==> config.mk <==
export PLATFORM = sky130hd
export DESIGN_NAME = hour_count_cfg
export DESIGN_NICKNAME = d
export VERILOG_FILES = /design/src/rtl/hour_count_cfg.sv
export SDC_FILE = /design/constraint.sdc
export NUM_CORES = 1
export LEC_CHECK = 0
export CAP_MARGIN = 20
export CELL_PAD_IN_SITES_DETAIL_PLACEMENT = 0
export CELL_PAD_IN_SITES_GLOBAL_PLACEMENT = 1
export CORE_AREA = 2 2 63 65
export DETAILED_ROUTE_END_ITERATION = 10
export DIE_AREA = 0 0 65 67
export PLACE_DENSITY = 0.87
export REMOVE_ABC_BUFFERS = 1
export SLEW_MARGIN = 20
export SYNTH_ARGS = -nofsm -noshare
export SYNTH_HDL_FRONTEND = slang
export SYNTH_SLANG_ARGS = --single-unit
export TNS_END_PERCENT = 5
==> constraint.sdc <==
create_clock -name clk -period 5.1 [get_ports clk]
set_clock_uncertainty 0.1 [all_clocks]
set_input_delay 0.51 -clock clk [delete_from_list [all_inputs] [get_ports clk]]
set_output_delay 0.51 -clock clk [all_outputs]
set_load 0.02 [all_outputs]
==> src/rtl/hour_count_cfg.sv <==
// Configurable hour-of-day counter with 12/24 h display encoding, load, manual advance and day pulse.
// Optional alarm-hour match output when ALARM_MATCH_EN is defined.
module hour_count_cfg #(
   parameter int unsigned DIG_W       = 7,
   parameter bit          DEFAULT_24H = 1'b0,
   parameter int unsigned RST_HOUR    = 0,
   parameter bit          LEAD_BLANK  = 1'b1
) (
   input  logic             clk,
   input  logic             rst_n,
   input  logic             enb,
   input  logic             adv_hr,
   input  logic             set_en,
   input  logic [4:0]       set_hour,
   input  logic             mode_24,
   output logic [DIG_W-1:0] h0,
   output logic [DIG_W-1:0] h1,
   output logic [DIG_W-1:0] am_pm,
   output logic             day_tick
`ifdef ALARM_MATCH_EN
   ,
   input  logic [4:0]       alarm_hour,
   output logic             alarm_hit
`endif
);

   localparam logic [DIG_W-1:0] BLANK  = {1'b1, {(DIG_W-1){1'b0}}};
   localparam logic [4:0]       RST_HR = 5'(RST_HOUR);

   function automatic logic [3*DIG_W-1:0] encode(input logic [4:0] hr, input logic m24);
      logic [4:0]       d;
      logic [4:0]       ones;
      logic [1:0]       tens;
      logic [DIG_W-1:0] t_dig;
      logic [DIG_W-1:0] ap;
      if (m24)               d = hr;
      else if (hr == 5'd0)   d = 5'd12;
      else if (hr > 5'd12)   d = hr - 5'd12;
      else                   d = hr;
      if (d >= 5'd20)        tens = 2'd2;
      else if (d >= 5'd10)   tens = 2'd1;
      else                   tens = 2'd0;
      ones  = d - (5'(tens) * 5'd10);
      t_dig = (LEAD_BLANK && (tens == 2'd0)) ? BLANK : DIG_W'(tens);
      ap    = m24 ? BLANK : ((hr < 5'd12) ? DIG_W'(10) : DIG_W'(11));
      return {t_dig, DIG_W'(ones), ap};
   endfunction

   localparam logic [3*DIG_W-1:0] RST_ENC = encode(RST_HR, DEFAULT_24H);

   logic [4:0]         hr_q, hr_d;
   logic               mode_q;
   logic               adv_q;
   logic               tick_d;
   logic               adv;
   logic [3*DIG_W-1:0] enc_d;
   logic               enc_upd;

   always_comb begin
      adv    = enb | (adv_hr & ~adv_q);
      hr_d   = hr_q;
      tick_d = 1'b0;
      if (set_en) begin
         if (set_hour <= 5'd23) hr_d = set_hour;
      end else if (adv) begin
         hr_d   = (hr_q == 5'd23) ? 5'd0 : hr_q + 5'd1;
         tick_d = enb & (hr_q == 5'd23);
      end
      enc_d   = encode(hr_d, mode_24);
      // Outputs always equal encode(hr_q, mode_q), so re-encoding is only needed on a change.
      enc_upd = (hr_d != hr_q) || (mode_24 != mode_q);
   end

`ifdef ALARM_MATCH_EN
   logic hit_d;
   always_comb hit_d = (hr_d != hr_q) && (alarm_hour <= 5'd23) && (hr_d == alarm_hour);

   always_ff @(posedge clk or negedge rst_n) begin
      if (!rst_n) alarm_hit <= 1'b0;
      else        alarm_hit <= hit_d;
   end
`endif

   always_ff @(posedge clk or negedge rst_n) begin
      if (!rst_n) begin
         hr_q            <= RST_HR;
         mode_q          <= DEFAULT_24H;
         adv_q           <= 1'b0;
         day_tick        <= 1'b0;
         {h1, h0, am_pm} <= RST_ENC;
      end else begin
         hr_q     <= hr_d;
         mode_q   <= mode_24;
         adv_q    <= adv_hr;
         day_tick <= tick_d;
         if (enc_upd) {h1, h0, am_pm} <= enc_d;
      end
   end

endmodule
Word-level counts from Yosys, hierarchy flattened
Index checks and enable logic that the tools add are counted.
{ "word_totals": {"word_cells": 40, "ff_bits": 27, "out_inout_bits": 22, "inputBits": 11} }
{ "classes": {"n_addsub": 3, "multipliers": 1, "n_reduce_logical": 3, "order_cmp": 5, "eq_ne": 3, "n_mux": 14, "bitwise_logic": 4} }
{ "ops": {"columns": ["op", "count"], "rows": [
  ["$mux W5", 7],
  ["$mux W7", 2],
  ["$add A5 B1 Y5 const B", 1],
  ["$eq A5 B5 Y1 const B", 1],
  ["$ge A5 B4 Y1 const B", 1],
  ["$ge A5 B5 Y1 const B", 1],
  ["$gt A5 B4 Y1 const B", 1],
  ["$le A5 B5 Y1 const B", 1],
  ["$logic_not A5 Y1", 1],
  ["$lt A5 B4 Y1 const B", 1],
  ["$ne A5 B5 Y1", 1],
  ["$sub A5 B4 Y5 const B", 1],
  ["$sub A5 B5 Y5", 1],
  ["$mul A2 B3 Y4 const B", 1],
  ["$mux W1", 4],
  ["$and A1 B1 Y1", 2],
  ["$logic_not A2 Y1", 1],
  ["$mux W2", 1],
  ["$logic_or A1 B1 Y1", 1],
  ["$ne A1 B1 Y1", 1],
  ["$not A1 Y1", 1],
  ["$or A1 B1 Y1", 1]
]} }

Depth between registers and ports, before layout
Gate-level depths: netlist of the first run.
{ "logic_depth": {"depth_word": 14, "ltp_mapped": 17, "mapped_depth_nobuf": 17} }

Worst setup path before layout of the first run
OpenSTA, ideal clock, no wires.
{ "synth_timing": {"kind": "input to register", "start": "input set_en", "end": "register h0[2]", "setup_slack_ps": 1764, "setup_time_ps": 125, "cell_stages": 14, "required_time_ps": 4875, "arrival_time_ps": 3111, "path_buffers": 1, "path_cell_list": "buf_6 > and4b_1 > o211ai_1 > o221ai_2 > inv_2 > ha_1 > a31oi_2 > a41oi_1 > a21o_2 > o31ai_2 > ha_1 > inv_1 > fa_1 > mux2_2"} }
{ "synth_between": {"elab_chain_cells": 10, "elab_cells_between_ends": 15, "cone_classes": "add/sub (2); mul (1); order compare (3); eq/ne (1); mux (6); reduce/logical (2)"} }
{ "synth_lines": {"columns": ["item", "line", "rtl"], "rows": [
  ["start: declaration", "13", "input logic set_en,"],
  ["$mux W5 *", "63", "if (set_en) begin"],
  ["via hr_d[3]", "51", "logic [4:0] hr_q, hr_d;"],
  ["$sub A5 B4 Y5 or $gt A5 B4 Y1 (tied branches)", "38", "else if (hr > 5'd12) d = hr - 5'd12;"],
  ["$mux W5", "38", null],
  ["$mux W5", "37", "else if (hr == 5'd0) d = 5'd12;"],
  ["$mux W5 *", "36", "if (m24) d = hr;"],
  ["$ge A5 B4 Y1", "41", "else if (d >= 5'd10) tens = 2'd1;"],
  ["$mux W1", "41", null],
  ["$mux W2", "40", "if (d >= 5'd20) tens = 2'd2;"],
  ["$mul A2 B3 Y4", "43", "ones = d - (5'(tens) * 5'd10);"],
  ["$sub A5 B5 Y5 *", "43", null],
  ["via enc_d[9]", "56", "logic [3*DIG_W-1:0] enc_d;"],
  ["end signal: assignment", "96", "if (enc_upd) {h1, h0, am_pm} <= enc_d;"],
  ["end: declaration", "16", "output logic [DIG_W-1:0] h0,"]
]} }
The timed path passes the listed nets; every way through them passes the cells marked *.
A chain may end at the register's enable or synchronous reset.

Worst setup path after layout of the first run
{ "layout_timing": {"start": "input set_en", "end": "register h0[2]"} }
{ "layout_between": {"elab_chain_cells": 10, "elab_cells_between_ends": 15, "cone_classes": "add/sub (2); mul (1); order compare (3); eq/ne (1); mux (6); reduce/logical (2)"} }
{ "layout_lines": {"columns": ["item", "line"], "rows": [
  ["$mux W5 *", "63"],
  ["$sub A5 B4 Y5 or $gt A5 B4 Y1 (tied branches)", "38"],
  ["$mux W5", "38"],
  ["$mux W5", "37"],
  ["$mux W5 *", "36"],
  ["$ge A5 B4 Y1", "41"],
  ["$mux W1", "41"],
  ["$mux W2", "40"],
  ["$mul A2 B3 Y4", "43"],
  ["$sub A5 B5 Y5 *", "43"],
  ["via enc_d[9]", "56"]
]} }
Marked as above.

==> impl_metrics.tcl, run 1 <==
set metrics [dict create \
    floorplan.die.width_um 65 \
    route.final.wire_length_mm 3.08 \
    route.detailed.drc 0 \
    hold_fix_buffer_count_after_cts 0 \
    die_area_um2 4360 \
    netlist_top_cells_count "16 x sky130_fd_sc_hd__dfrtp_1, 11 x sky130_fd_sc_hd__inv_1, 10 x sky130_fd_sc_hd__a21oi_1, 10 x sky130_fd_sc_hd__buf_4, 8 x sky130_fd_sc_hd__nor2_1" \
    critical_path_buffer_and_inverter_count 3 \
    number_of_buffers_created_by_cts 3 \
    critPathRequiredTime_ns 5.15 \
    setup_tns_ns 0 \
    critical_path.top_delay_family "compound AO/OA/AOI/OAI gates" \
    crit_chain "clkdlybuf4s50_1, a21boi_2, nand2b_1, a31o_2, inv_1, ha_1, nor3_1, a21oi_1, a21oi_1, o31ai_2, ha_1, inv_1, fa_1, mux2_2" \
    cp-start-kind "input pin" \
    synthTopCellsByArea "sky130_fd_sc_hd__dfrtp_1 28%, sky130_fd_sc_hd__dfstp_2 5.5%, sky130_fd_sc_hd__buf_4 5.2%" \
    cts_root_buf "sky130_fd_sc_hd__clkbuf_8" \
    multi_input_comb_area_um2 826 \
    drt-wirelength-per-cell_um 14.4 \
    min-delay-path-class "register to register" \
    holdCritStartpoint "am_pm[0]" \
    ir_worst_vdd_uv 228 \
    starting_density 0.397 \
    setup.worst_path.end_class "register" \
    antenna_found_initial 0 \
    rsz_0062_raised_after_global_routing "false" \
    sequential_cell_area_um2 479 \
    final-setup-viol-count 0 \
    timing.final.max_slew_violations 0 \
    fillerInstances 352 \
    place_area_um2 1650 \
    yosys.area.top_type_share 0.279 \
    ctsLongestPathBuffers 2 \
    numClockSinks 19 \
    setup.worst_path.class "input pin to register" \
    outcome "complete, no violations" \
    synthMostInstantiatedCell "sky130_fd_sc_hd__dfrtp_1" \
    design.portCount 33 \
    synth_top_flop_cell "sky130_fd_sc_hd__dfrtp_1" \
    fmax_mhz 249 \
    synth.yosys.warnings 0 \
    number_of_global_route_vias_before_repair 1112 \
    worstPathMaxFanout 10 \
    dpl.hpwl_mm 2.34 \
    finalCriticalPeriod_ns 4.02 \
    ys_seq_elements 19 \
    resized_after_cts 0 \
    synth_edf_count 0 \
    power_per_cell_area_nw_per_um2 399 \
    cts_max_level 1 \
    slowest_stage "sky130_fd_sc_hd__clkdlybuf4s50_1" \
    globalRouteOverflowTotal 0 \
    final_layout_size_suffix_gt1_frac 0.181 \
    clkSlewWorstSetupHoldPaths_ns 0.07 \
    grt_pass1_wl_mm 5.07 \
    critPathArrivalTime_ns 4.08 \
    rd_place_congestion 0.936 \
    design.final.nets 185 \
    area_growth_synth_to_finish_pct 18.3 \
    postSynthAreaPerCell_um2 9.95 \
    startpoint "set_en" \
    place.port_buffers 23 \
    syn_area_um2 1430 \
    regToRegStartpoint "hr_q[0]" \
    slew_headroom 0.409 \
    largest_net_degree_at_the_start_of_global_routing 20 \
    num_vias 1121 \
    clock_latency_reported_for_the_late_side_of_the_worst_skew_pair_ns 0.26 \
    drt_iter0_drc 63 \
    core_area_um2 3610 \
    drt.antenna.violating_nets 0 \
    synth-seq-area-share 0.334 \
    globalRouteTotalUtil 0.152 \
    power.static_leakage_nw 0.707 \
    hold_viol_final 0 \
    async_reset_ff_frac 1.00 \
    maxCapViolations 0 \
    final_cell_area_um2 1700 \
    avgViaCountPerCell 5.24 \
    final.period_utilization 0.789 \
    synth.largest_area_cell "sky130_fd_sc_hd__dfrtp_1" \
    yosysUniqueCellTypes 55 \
    transition_time_at_the_pin_with_the_least_slew_margin_ns 0.884 \
    detailedRoute.firstPassIterationCount 4 \
    worst_path_largest_cell_delay_ns 0.68 \
    syn-instance-count 144 \
    antenna_cells 0 \
    cts_post_setup_buffers_inserted 0 \
    die_height_um 67 \
    clock_tree_from_tritoncts "done" \
    std_cell_rows 22 \
]
==> final timing paths <==
check,end,slack [ns],cells past startpoint
min in group asynchronous,hr_q[4],0.64,1
min reg2reg,am_pm[0],0.41,1
max in group asynchronous,h0[3],3.72,1
max reg2reg,h0[2],1.45,14
max,h0[2],1.08,14
min,am_pm[0],0.41,1
==> state kept, by name (all words and copies together), names as in the netlist <==
signal	flops
mode_q	1
h0	5
adv_q	1
h1	3
am_pm	3
hr_q	5
day_tick	1
==> cells by family (layout without fill, tap and decap cells) <==
kind of cell,after synthesis,after routing,share of synthesized area
and+or+nand+nor,38,38,0.166
DFF,19,19,0.334
adders and majority gates,7,7,0.0664
xor gates and xnor gates,5,5,0.0306
buffers and inverters,26,40,0.110
muxes,5,5,0.0410
other,1,9,0.00262
AOI/OAI and AO/OA,43,43,0.249
==> per-layer routing <==
metal | vias up | wire length [um] | GRT usage
li1 | 542 | - | -
met4 | 0 | 55 | 0.0585
met3 | 7 | 181 | 0.0355
met1 | 534 | 1390 | 0.183
met5 | - | 0 | 0
met2 | 38 | 1450 | 0.264
==> metrics by stage <==
stage | setup slack, ns | utilization | power, mW | std cells | hold WS [ns]
after floorplan | 1.84 | - | 0.448 | 139 | 0.114
after global placement | 0.889 | 0.457 | 0.562 | 210 | 0.391
after detailed placement | 0.850 | 0.457 | 0.570 | 210 | 0.396
after CTS | 1.13 | 0.470 | 0.683 | 214 | 0.413
after global routing | 0.891 | 0.470 | 0.725 | 214 | 0.432
final | 1.08 | 0.470 | 0.677 | 214 | 0.407
==> placed cells by master (no fill, tap or decap), types with 4 or more instances in the layout <==
master	n
sky130_fd_sc_hd__conb_1	9
sky130_fd_sc_hd__nand2b_1	4
sky130_fd_sc_hd__nor2_1	8
sky130_fd_sc_hd__o21ai_0	7
sky130_fd_sc_hd__nand3_1	5
sky130_fd_sc_hd__xnor2_1	5
sky130_fd_sc_hd__a21oi_1	10
sky130_fd_sc_hd__clkdlybuf4s50_1	23
sky130_fd_sc_hd__nand3b_1	5
sky130_fd_sc_hd__dfrtp_1	16
sky130_fd_sc_hd__ha_1	6
sky130_fd_sc_hd__nand2_1	4
sky130_fd_sc_hd__inv_1	11
==> final cells by class <==
| cell class | count | share of cell area |
|---|---|---|
| flip-flops and latches | 19 | 0.283 |
| clock inverters | 1 | 0.00295 |
| clock buffers | 3 | 0.0244 |
| multi-input cells | 107 | 0.487 |
| repair buffers | 23 | 0.136 |
| inverters | 13 | 0.0317 |
| well taps | 48 | 0.0354 |
==> where the power goes <==
part           internal (mW)  switching [mW]
registers              0.197          0.0293
clock network         0.0545          0.0547
logic                  0.160           0.181
No activity file was read; power rests on OpenSTA's default activity.
==> run 2: changes to the inputs <==
Settings changed: CORE_AREA 2 2 63 65 to 2 2 68 70, DIE_AREA 0 0 65 67 to 0 0 70 72, PLACE_DENSITY 0.87 to 0.8.
Clock period 5.1 ns to 3.25 ns, I/O delays scaled along.
==> impl_metrics.tcl, run 2 (synthesis gave the netlist of run 1 again) <==
set metrics [dict create \
    rd_place_congestion 0.861 \
    final-setup-viol-count 3 \
    number_of_global_route_vias_before_repair 1372 \
    mostFrequentLayoutCell "sky130_fd_sc_hd__buf_4" \
    timing.final.max_slew_violations 0 \
    power_per_cell_area_nw_per_um2 583 \
    holdWs_ns 0.366 \
    clkSlewWorstSetupHoldPaths_ns 0.08 \
    final_layout_size_suffix_gt1_frac 0.418 \
    cts_max_level 1 \
    place_area_um2 1960 \
    clock_latency_reported_for_the_late_side_of_the_worst_skew_pair_ns 0.27 \
    globalRouteTotalUtil 0.156 \
    num_vias 1333 \
    hold_viol_final 0 \
    antenna_cells 0 \
    mostFrequentLayoutCells "45 x sky130_fd_sc_hd__buf_4, 19 x sky130_fd_sc_hd__clkdlybuf4s50_1, 16 x sky130_fd_sc_hd__dfrtp_1" \
    drt.antenna.violating_nets 0 \
    finalCriticalPeriod_ns 3.33 \
    final.period_utilization 1.03 \
    largest_net_degree_at_the_start_of_global_routing 20 \
    antenna_found_initial 0 \
    ctsLongestPathBuffers 2 \
    outcome "finished with violations" \
    min-delay-path-class "input pin to register" \
    place.port_buffers 23 \
    fmax_mhz 300 \
    starting_density 0.336 \
    detailedRoute.firstPassIterationCount 4 \
    final.setup.worst_slack_ns -0.0817 \
    slew_headroom 0.401 \
    floorplan.die.width_um 70 \
    numClockSinks 19 \
    power.static_leakage_nw 0.953 \
    worstPathMaxFanout 3 \
    route.final.wire_length_mm 3.88 \
    globalRouteOverflowTotal 0 \
    design.portCount 33 \
    critPathArrivalTime_ns 3.39 \
    number_of_buffers_created_by_cts 3 \
    cp-start-kind "register" \
    violations "setup timing" \
    cts_root_buf "sky130_fd_sc_hd__clkbuf_8" \
    std_cell_rows 24 \
    setup.worst_path.end_class "register" \
    maxCapViolations 0 \
    transition_time_at_the_pin_with_the_least_slew_margin_ns 0.896 \
    ir_worst_vdd_uv 400 \
    die_height_um 72 \
    core_area_um2 4260 \
    die_area_um2 5040 \
    pre_cts_slack_ns -0.489 \
    grt_pass1_wl_mm 6.34 \
    dpl.hpwl_mm 2.83 \
    critPathRequiredTime_ns 3.31 \
    design.final.nets 232 \
    final_cell_area_um2 2140 \
    area_growth_synth_to_finish_pct 49.7 \
    rsz_0062_raised_after_global_routing "true" \
    setup.worst_path.class "register to register" \
    hold_fix_buffer_count_after_cts 0 \
    drt-wirelength-per-cell_um 14.7 \
    drt_iter0_drc 84 \
    route.detailed.drc 0 \
    avgViaCountPerCell 5.03 \
    clock_tree_from_tritoncts "done" \
    total_power_mw 1.25 \
]
run 2: cell types whose count changed in the layout (fill, tap and decap cells not counted), moves of 3 or more:
| cell | change |
|---|---|
| sky130_fd_sc_hd__ha_1 | -4 |
| sky130_fd_sc_hd__clkdlybuf4s50_1 | -4 |
| sky130_fd_sc_hd__dlygate4sd2_1 | +3 |
| sky130_fd_sc_hd__buf_4 | +45 |
| sky130_fd_sc_hd__ha_2 | +4 |
run 2: final cells by class:
class	instances	area [um2]
multi-input cells	107	911
fillers	400	2120
clock inverters	1	5.00
well taps	52	65.1
inverters	13	53.8
clock buffers	3	41.3
flip-flops and latches	19	479
repair buffers	70	589
run 2: path summary, 6_finish.rpt:
kind                            cells after the start  slack, ns       end      from
worst max-delay path                               15      -0.08     h0[2]   hr_q[1]
worst min-delay path                                2       0.37     adv_q    adv_hr
worst max register to register                     15      -0.08     h0[2]   hr_q[1]
worst min register to register                      1       0.39  am_pm[0]  am_pm[0]
max in group asynchronous                           1       2.04     h0[3]     rst_n
min in group asynchronous                           1       0.46   hr_q[4]     rst_n
run 2: report_power, final:
part	leakage, nW	switching (mW)	internal (mW)
Combinational	0.703	0.351	0.378
Clock	0.0255	0.0860	0.0856
Sequential	0.225	0.0410	0.309
Total	0.953	0.478	0.773
run 2: through the flow:
stage	TNS [ns]	cells	util
2_1_floorplan	-0.0119	139	-
3_3_place_gp	-1.06	255	0.460
3_5_place_dp	-1.36	255	0.460
4_1_cts	-0.0743	262	0.487
5_1_grt	-0.573	265	0.503
6_report	-0.120	265	0.503
run 2: worst max-delay path: stages, from the launching register on:
cell	delay, ns
sky130_fd_sc_hd__dfrtp_1	0.39
sky130_fd_sc_hd__ha_2	0.21
sky130_fd_sc_hd__buf_4	0.13
sky130_fd_sc_hd__nand3b_4	0.07
sky130_fd_sc_hd__a21oi_2	0.12
sky130_fd_sc_hd__a31o_2	0.16
sky130_fd_sc_hd__inv_1	0.05
sky130_fd_sc_hd__ha_2	0.36
sky130_fd_sc_hd__nor3_4	0.06
sky130_fd_sc_hd__a21oi_2	0.20
sky130_fd_sc_hd__a21oi_2	0.10
sky130_fd_sc_hd__o31ai_4	0.29
sky130_fd_sc_hd__ha_2	0.23
sky130_fd_sc_hd__inv_2	0.04
sky130_fd_sc_hd__fa_1	0.42
sky130_fd_sc_hd__mux2_2	0.27
run 2: layer usage:
layer	vias to the layer above	part of all wire	track usage
met3	5	0.043	0.0278
met1	649	0.42	0.183
met5	-	0	0
met2	43	0.52	0.285
met4	0	0.019	0.0620
li1	636	-	-
run 2: timing repair:
item	in CTS	in global routing
gates resized for setup	14	11
pin swaps	6	10
endpoints found under the setup margin	3	3
setup buffers	3	3
endpoints found under the hold margin	0	0
==> run 3: changes to the inputs <==
Settings changed: ABC_AREA set to 1, CORE_AREA 2 2 68 70 to 2 2 72 74, DIE_AREA 0 0 70 72 to 0 0 74 76.
==> impl_metrics.tcl, run 3 <==
set metrics [dict create \
    route.detailed.drc 0 \
    drt.antenna.violating_nets 0 \
    std_cell_rows 26 \
    place_area_um2 2030 \
    numClockSinks 19 \
    design.portCount 33 \
    setup_tns_ns 0 \
    cts_max_level 1 \
    ctsLongestPathBuffers 2 \
    synth_top_flop_cell "sky130_fd_sc_hd__dfrtp_1" \
    detailedRoute.firstPassIterationCount 4 \
    grt_pass1_wl_mm 5.46 \
    place.port_buffers 23 \
    min-delay-path-class "input pin to register" \
    critPathArrivalTime_ns 3.14 \
    drt_iter0_drc 111 \
    die_area_um2 5620 \
    clkSlewWorstSetupHoldPaths_ns 0.07 \
    transition_time_at_the_pin_with_the_least_slew_margin_ns 0.845 \
    setup.worst_path.class "register to register" \
    critPathRequiredTime_ns 3.34 \
    hold_viol_final 0 \
    largest_net_degree_at_the_start_of_global_routing 20 \
    placed_cells 309 \
    synth_edf_count 0 \
    clock_tree_from_tritoncts "done" \
    syn-instance-count 192 \
    power.static_leakage_nw 1.06 \
    ir_worst_vdd_uv 210 \
    power_per_cell_area_nw_per_um2 549 \
    cp-start-kind "register" \
    antenna_cells 0 \
    mostFrequentLayoutCells "35 x sky130_fd_sc_hd__nand2_1, 29 x sky130_fd_sc_hd__buf_4, 22 x sky130_fd_sc_hd__clkdlybuf4s50_1" \
    ys_seq_elements 19 \
    num_vias 1329 \
    globalRouteOverflowTotal 0 \
    setup.worst_path.end_class "register" \
    synth.largest_area_cell "sky130_fd_sc_hd__dfrtp_1" \
    fmax_mhz 329 \
    clock_latency_reported_for_the_late_side_of_the_worst_skew_pair_ns 0.25 \
    number_of_buffers_created_by_cts 3 \
    final-setup-viol-count 0 \
    timing.final.max_slew_violations 0 \
    drt-wirelength-per-cell_um 10.0 \
    yosysUniqueCellTypes 33 \
    design.final.nets 264 \
    maxCapViolations 0 \
    final_cell_count_no_fill 315 \
    antenna_found_initial 0 \
    finalCriticalPeriod_ns 3.04 \
    globalRouteTotalUtil 0.119 \
    hold_fix_buffer_count_after_cts 0 \
    synthMostInstantiatedCell "sky130_fd_sc_hd__nand2_1" \
    mostFrequentLayoutCell "sky130_fd_sc_hd__nand2_1" \
    final.period_utilization 0.936 \
    slew_headroom 0.435 \
    die_height_um 76 \
    avgViaCountPerCell 4.22 \
    area_growth_synth_to_finish_pct 40.0 \
    worstPathMaxFanout 5 \
    rd_place_congestion 0.826 \
    syn_area_um2 1570 \
    synthTopCellsByArea "sky130_fd_sc_hd__dfrtp_1 25%, sky130_fd_sc_hd__nand2_1 9.1%, sky130_fd_sc_hd__nand2_2 7.2%" \
    rsz_0062_raised_after_global_routing "true" \
    number_of_global_route_vias_before_repair 1235 \
    final_cell_area_um2 2200 \
    dpl.hpwl_mm 2.53 \
    route.final.wire_length_mm 3.15 \
    yosys.area.top_type_share 0.254 \
    final_layout_size_suffix_gt1_frac 0.433 \
    synth-seq-area-share 0.304 \
    floorplan.die.width_um 74 \
    core_area_um2 4910 \
    outcome "complete, no violations" \
    netlist_top_cells_count "38 x sky130_fd_sc_hd__nand2_1, 18 x sky130_fd_sc_hd__inv_1, 18 x sky130_fd_sc_hd__nand2_2" \
    cts_root_buf "sky130_fd_sc_hd__clkbuf_8" \
    postSynthAreaPerCell_um2 8.20 \
    starting_density 0.320 \
    async_reset_ff_frac 1.00 \
    synth.yosys.warnings 0 \
]
run 3: changes by cell type after synthesis, moves of 7 or more:
cell | before | now
sky130_fd_sc_hd__inv_1 | 11 | 18
sky130_fd_sc_hd__a21oi_1 | 10 | 0
sky130_fd_sc_hd__inv_2 | 1 | 8
sky130_fd_sc_hd__nand2_4 | 0 | 9
sky130_fd_sc_hd__nand2_1 | 4 | 38
sky130_fd_sc_hd__nand3_1 | 5 | 16
sky130_fd_sc_hd__nand2_2 | 0 | 18
run 3: final cells by class:
class / instances / area [um2]
Clock buffer: 3 / 41.3
Clock inverter: 1 / 5.00
Fill cell: 477 / 2710
Inverter: 27 / 106
Multi-Input combinational cell: 142 / 1020
Sequential cell: 19 / 480
Tap cell: 70 / 87.6
Timing Repair Buffer: 53 / 462
run 3: cells by family (layout without fill, tap and decap cells):
kind of cell,Yosys count,count (layout),synth area share
AOI/OAI and AO/OA,14,14,0.0596
and+or+nand+nor,105,105,0.399
adders and majority gates,7,7,0.0604
DFF,19,19,0.304
other,1,9,0.00238
xor gates and xnor gates,7,7,0.0390
buffers and inverters,39,84,0.135
run 3: worst paths after layout:
kind / startpoint / end / slack [ns] / cells past startpoint
worst min-delay path: adv_hr / adv_q / 0.14 / 1
max in group asynchronous: rst_n / hr_q[2] / 2.02 / 1
min in group asynchronous: rst_n / h0[3] / 0.46 / 1
worst min register to register: am_pm[3] / am_pm[3] / 0.37 / 2
worst max register to register: hr_q[0] / h0[2] / 0.21 / 22
worst max-delay path: hr_q[0] / h0[2] / 0.21 / 22
run 3: per-layer routing:
metal	global-route usage	part of all wire
met3	0.00529	0.028
met2	0.198	0.49
met1	0.164	0.47
met5	0	0
met4	0.0327	0.0092
run 3: where the power goes:
| part | switching [mW] | internal [mW] |
|---|---|---|
| Sequential | 0.0472 | 0.303 |
| Clock | 0.0741 | 0.0850 |
| Combinational | 0.365 | 0.335 |
| Total | 0.486 | 0.723 |
run 3: timing repair:
action | CTS | global route
setup buffers | 0 | 2
setup endpoints to repair | 0 | 3
resized for setup | 0 | 27
endpoints found under the hold margin | 0 | 0
run 3: per-stage QoR:
step | util | hold slack (ns) | power, mW | setup WS (ns)
finish | 0.449 | 0.139 | 1.21 | 0.207
global route | 0.449 | 0.137 | 1.30 | -0.0111
detailed placement | 0.412 | 0.359 | 0.969 | -0.141
floorplan | - | -0.0706 | 0.714 | 0.163
CTS | 0.422 | 0.370 | 1.13 | 0.0629
global placement | 0.412 | 0.357 | 0.960 | -0.0780
run 3: critical path, stage by stage, from the launching register on:
cell                      delay, ns
sky130_fd_sc_hd__dfrtp_1       0.44
sky130_fd_sc_hd__ha_4          0.20
sky130_fd_sc_hd__nand2_1       0.06
sky130_fd_sc_hd__inv_1         0.05
sky130_fd_sc_hd__o21ai_2       0.14
sky130_fd_sc_hd__nand3_2       0.14
sky130_fd_sc_hd__nand2_2       0.12
sky130_fd_sc_hd__ha_4          0.13
sky130_fd_sc_hd__inv_2         0.04
sky130_fd_sc_hd__nor2_2        0.10
sky130_fd_sc_hd__nand2_2       0.09
sky130_fd_sc_hd__nand3_4       0.13
sky130_fd_sc_hd__nand2_2       0.05
sky130_fd_sc_hd__nand4_1       0.15
sky130_fd_sc_hd__nand2_4       0.07
sky130_fd_sc_hd__nand2_4       0.07
sky130_fd_sc_hd__nand2_4       0.06
sky130_fd_sc_hd__inv_2         0.05
sky130_fd_sc_hd__ha_2          0.16
sky130_fd_sc_hd__inv_2         0.04
sky130_fd_sc_hd__fa_2          0.50
sky130_fd_sc_hd__nand2_1       0.05
sky130_fd_sc_hd__nand2_1       0.06
